`config.mk`:
```
export PLATFORM = sky130hd
export DESIGN_NAME = load_unit
export DESIGN_NICKNAME = d
export VERILOG_FILES = /design/src/rtl/unicycle_pkg.sv /design/src/rtl/load_timeout_ctr.sv /design/src/rtl/load_unit.sv
export SDC_FILE = /design/constraint.sdc
export NUM_CORES = 1
export LEC_CHECK = 0
export BUFFER_PORTS_ARGS = -buffer_cell sky130_fd_sc_hd__buf_2
export CORE_MARGIN = 2
export CORE_UTILIZATION = 42
export DETAILED_ROUTE_END_ITERATION = 8
export PLACE_DENSITY = 0.8
export SETUP_SLACK_MARGIN = 0.2
export SLEW_MARGIN = 20
export SYNTH_ARGS = -nofsm -noshare
export SYNTH_HDL_FRONTEND = slang
export SYNTH_SLANG_ARGS = --single-unit
```
`constraint.sdc`:
```
create_clock -name clk -period 2.9 [get_ports clk]
set_clock_uncertainty 0.15 [all_clocks]
set_input_delay 0.58 -clock clk [delete_from_list [all_inputs] [get_ports clk]]
set_output_delay 0.58 -clock clk [all_outputs]
set_load 0.005 [all_outputs]
```
`src/rtl/unicycle_pkg.sv`:
```
// Shared definitions for the unicycle load/store datapath: default widths
// and the load-unit FSM state encoding.
package unicycle_pkg;

   localparam int DEF_DATA_W = 16;
   localparam int DEF_ADDR_W = 16;
   localparam int DEF_REG_W  = 4;

   typedef logic [1:0] lu_state_t;

   localparam lu_state_t ST_IDLE = 2'd0;
   localparam lu_state_t ST_REQ  = 2'd1;
   localparam lu_state_t ST_WAIT = 2'd2;
   localparam lu_state_t ST_WB   = 2'd3;

endpackage

```
`src/rtl/load_timeout_ctr.sv`:
```
// Watchdog counter for the load unit; only instantiated when
// LOAD_UNIT_TIMEOUT_EN is defined.
module load_timeout_ctr #(
   parameter int LIMIT = 15
) (
   input  logic clk,
   input  logic reset,
   input  logic clear,
   input  logic count_en,
   output logic expired
);

   localparam int CW = $clog2(LIMIT + 1);

   logic [CW-1:0] count;

   // Saturates at the limit so a stuck transaction cannot wrap and re-arm.
   always_ff @(posedge clk) begin
      if (reset || clear) begin
         count <= '0;
      end else if (count_en && (count != CW'(LIMIT))) begin
         count <= count + 1'b1;
      end
   end

   assign expired = count_en && (count == CW'(LIMIT - 1));

endmodule

```
`src/rtl/load_unit.sv`:
```
// LDR memory load unit: request, wait for data, write back to the register file.
// Optional watchdog enabled by defining LOAD_UNIT_TIMEOUT_EN.
module load_unit
   import unicycle_pkg::*;
#(
   parameter int DATA_W         = DEF_DATA_W,
   parameter int ADDR_W         = DEF_ADDR_W,
   parameter int REG_W          = DEF_REG_W,
   parameter int TIMEOUT_CYCLES = 15
) (
   input  logic              clk,
   input  logic              reset,
   input  logic              start,
   input  logic [ADDR_W-1:0] addr_in,
   input  logic [REG_W-1:0]  dest_in,
   output logic              busy,
   output logic              mem_req,
   output logic [ADDR_W-1:0] mem_addr,
   input  logic              mem_gnt,
   input  logic              mem_rvalid,
   input  logic [DATA_W-1:0] mem_rdata,
   output logic              wb_en,
   output logic [REG_W-1:0]  wb_reg,
   output logic [DATA_W-1:0] wb_data,
   output logic              done,
   output logic              err
);

   if (TIMEOUT_CYCLES < 1) begin : g_bad_limit
      $error("load_unit: TIMEOUT_CYCLES must be at least 1");
   end

   lu_state_t        state;
   logic [REG_W-1:0] dest_q;
   logic             normal_exit;
   logic             timeout_fire;

   assign busy        = (state != ST_IDLE);
   assign mem_req     = (state == ST_REQ);
   assign normal_exit = ((state == ST_REQ) && mem_gnt) || ((state == ST_WAIT) && mem_rvalid);

`ifdef LOAD_UNIT_TIMEOUT_EN
   logic expired;

   load_timeout_ctr #(
      .LIMIT (TIMEOUT_CYCLES)
   ) u_timeout (
      .clk      (clk),
      .reset    (reset),
      .clear    ((state == ST_IDLE) && start),
      .count_en ((state == ST_REQ) || (state == ST_WAIT)),
      .expired  (expired)
   );

   // A grant or data arriving on the limit cycle still completes normally.
   assign timeout_fire = expired && !normal_exit;

   always_ff @(posedge clk) begin
      if (reset) begin
         err <= 1'b0;
      end else begin
         err <= timeout_fire;
      end
   end
`else
   assign timeout_fire = 1'b0;
   assign err          = 1'b0;
`endif

   // wb_en/done are registered, so they pulse in the cycle after WB.
   always_ff @(posedge clk) begin
      if (reset) begin
         state    <= ST_IDLE;
         mem_addr <= '0;
         dest_q   <= '0;
         wb_en    <= 1'b0;
         wb_reg   <= '0;
         wb_data  <= '0;
         done     <= 1'b0;
      end else begin
         wb_en <= 1'b0;
         done  <= 1'b0;
         case (state)
            ST_IDLE: begin
               if (start) begin
                  state    <= ST_REQ;
                  mem_addr <= addr_in;
                  dest_q   <= dest_in;
               end
            end
            ST_REQ: begin
               if (mem_gnt) begin
                  state <= ST_WAIT;
               end else if (timeout_fire) begin
                  state <= ST_IDLE;
                  done  <= 1'b1;
               end
            end
            ST_WAIT: begin
               if (mem_rvalid) begin
                  state   <= ST_WB;
                  wb_data <= mem_rdata;
                  wb_reg  <= dest_q;
               end else if (timeout_fire) begin
                  state <= ST_IDLE;
                  done  <= 1'b1;
               end
            end
            ST_WB: begin
               state <= ST_IDLE;
               wb_en <= 1'b1;
               done  <= 1'b1;
            end
            default: state <= ST_IDLE;
         endcase
      end
   end

endmodule

```
==> results.md <==
- Status: complete, no violations
- Hold Vio Cnt, Final: 0
- Startpoint types: flop
- Max VDD drop: 0.462 mV
- Final period util: 66.8%
- Top Ports: 82
- Die height: 66.5 um
- First-pass GRT wire length: 5.13 mm
- Placed Instance Area: 2010 um^2
- Area Overhead vs Synth: 28.7%
- CP cell instances: inv_1, ha_1, inv_1, buf_2
- Wire length per cell: 10.4 um
- Post-DP HPWL: 2.42 mm
- Most frequent cells in the layout: nand2_1, buf_2, dfxtp_1
- Grt ovf: 0
- Syn_area_per_cell: 8.20 um^2
- Worst-margin pin slew: 0.657 ns
- Post_cts resized: 0
- Detailed Route Iter0 Violations: 41
- Commonest non-fill, non-tap cell in the layout: nand2_1
- M3 GR Usage: 7.60%
- WS Path Type: reg -> out
- Crit end category: output port
- Top Registers: mem_addr x16, wb_data x16
- Final Cell Area: 2110 um^2
- Crit path buffers/inverters: 3
- Met1 usage: 18.3%
- Hold path startpoint: dest_q[0]$_SDFFE_PP0P_
- Power after layout: 1.64 mW
- Seq/Total Area, Yosys: 52.5%
- Min Tclk post-route: 1.94 ns
- Most frequent CP cell: inv_1
- Clk_lat worst skew: 0.28 ns
- Core area: 3720 um^2
- Worst reg2reg startpoint: state[1]$_SDFFE_PP0P_
- Setup Viol. Count Final: 0
- CP arrival: 1.21 ns
- Die area: 4420 um^2
- Max Cap Violations: 0
- Met2 Usage GRT: 24.5%
- CP delay by family, top: flip-flops
- Pleak: 0.991 nW
- Instance count on the critical path: 4
- Crit-path max FO: 5
- Netlist cell types: 17
- Synth Register Bits: 43
- Clk buf depth: 2
- CTS Sinks: 43
- TritonCTS clock tree: done
- DR vias/cell: 4.59
- Fin nets: 318
- Critical Path RT: 2.17 ns
- Final Max Tran Viols: 0
- Die width: 66.5 um
- CP peak stage delay: 0.40 ns
- Max Freq: 0.516 GHz
- Hold Path Class: reg -> reg
- Crit-path slowest cell: dfxtp_1
- Cell Area, Synth: 1640 um^2
- R2R cell count: 5
- # fillers: 378
- RSZ-0062 raised after global routing: false
- Flop2flop setup slack: 1.17 ns
- Final wirelength: 3.35 mm
- Critical Path Start: state[1]$_SDFFE_PP0P_
- Max transition margin: 56.1%
- Hold_buf cts: 0
- Largest net degree at the start of global routing: 28
- Vias: 1,474
- Layout cells sized above 1: 33.7%
- Grt peak-use layer: met2
- Rows: 22
- Placed Cells: 314
- Initial antenna violation count: 0
- TritonCTS Buffers: 5
- Vias in the first global route: 1,220
- Mapped Cells: 200
- Routability cong.: 0.726
- ANT nets after route: 0
- Initial cell density of the core: 44.1%
- TNS Setup: 0 ns
- Clock Pin Slew Worst Setup and Hold Paths: 0.07 ns
- Syn_nets: 245
- R2r endpoint: mem_addr[6]$_SDFFE_PP0P_
- Antenna diode count: 0
- CTS Root Cell: clkbuf_8
- Final Util: 56.8%
- Drt drc: 0
- Synth warnings: 0
- End of the critical path: busy
- All-Layer GR Usage: 15.3%
- Port bufs: 80
- Cell Pwr Density: 776 nW/um^2
- Finished Layout Cells: 321
- Post-CTS setup buffer count: 0
- H-Tree Depth: 2
- DR pass1 iterations: 4
-- where the power goes --
part,total [mW],switching [mW],internal [mW]
clock,0.435,0.183,0.252
sequential,0.736,0.0491,0.687
combinational,0.466,0.265,0.201
total,1.64,0.497,1.14
-- worst min path at each step --
stage                                 to  slack [ns]  cells past startpoint
3_3_place_gp    mem_addr[6]$_SDFFE_PP0P_        0.29                      2
6_report          wb_reg[0]$_SDFFE_PP0P_        0.30                      2
5_1_grt          wb_data[7]$_SDFFE_PP0P_        0.32                      2
4_1_cts        mem_addr[11]$_SDFFE_PP0P_        0.30                      2
2_1_floorplan     wb_reg[0]$_SDFFE_PP0P_        0.28                      2
3_5_place_dp   mem_addr[11]$_SDFFE_PP0P_        0.29                      2
-- final cells by class --
cell class	count	area [um^2]	area share, %
clock inverter	1	30.0	1.42
timing repair buffer	81	408	19.3
clock buffer	6	72.6	3.44
multi-input combinational	138	663	31.4
inverter	4	15.0	0.712
sequential	43	861	40.8
tap	48	60.1	2.85
-- cell usage after synthesis --
cell,n,area (um^2)
o41ai_1,1,8.76
o311ai_1,1,8.76
dfxtp_1,43,861
buf_2,5,25.0
a21oi_1,40,200
buf_6,4,45.0
nand2_1,83,312
o31ai_2,1,12.5
nor2b_1,2,12.5
inv_1,4,15.0
clkbuf_1,4,15.0
nor2b_4,2,27.5
buf_4,2,15.0
ha_1,4,50.1
and2_4,2,17.5
o311a_1,1,10.0
conb_1,1,3.75
-- stage by stage --
stage               hold slack [ns]  setup slack (ns)
floorplan                     0.282              1.46
finish                        0.302             0.962
global placement              0.288              1.19
detailed placement            0.294              1.16
CTS                           0.304             0.935
global route                  0.320             0.879
-- routing by layer --
metal / routed length, um / vias up
li1: - / 777
met1: 1520 / 632
met2: 1430 / 61
met3: 373 / 4
met4: 19 / 0
met5: 0 / -
-- kinds of logic after synthesis --
group	after synthesis	synth area share [%]
simple gates	89	22.5
compound gates	44	14.7
flops	43	52.5
other cells	1	0.229
fa+ha+maj	4	3.05
buf+inv	19	7.02
-- tightest hold or removal path, stage by stage (launching register included) --
cell and delay (ns):
dfxtp_1 0.31, nand2_1 0.05, a21oi_1 0.05
Note: power is estimated with default switching activity, not from simulation.
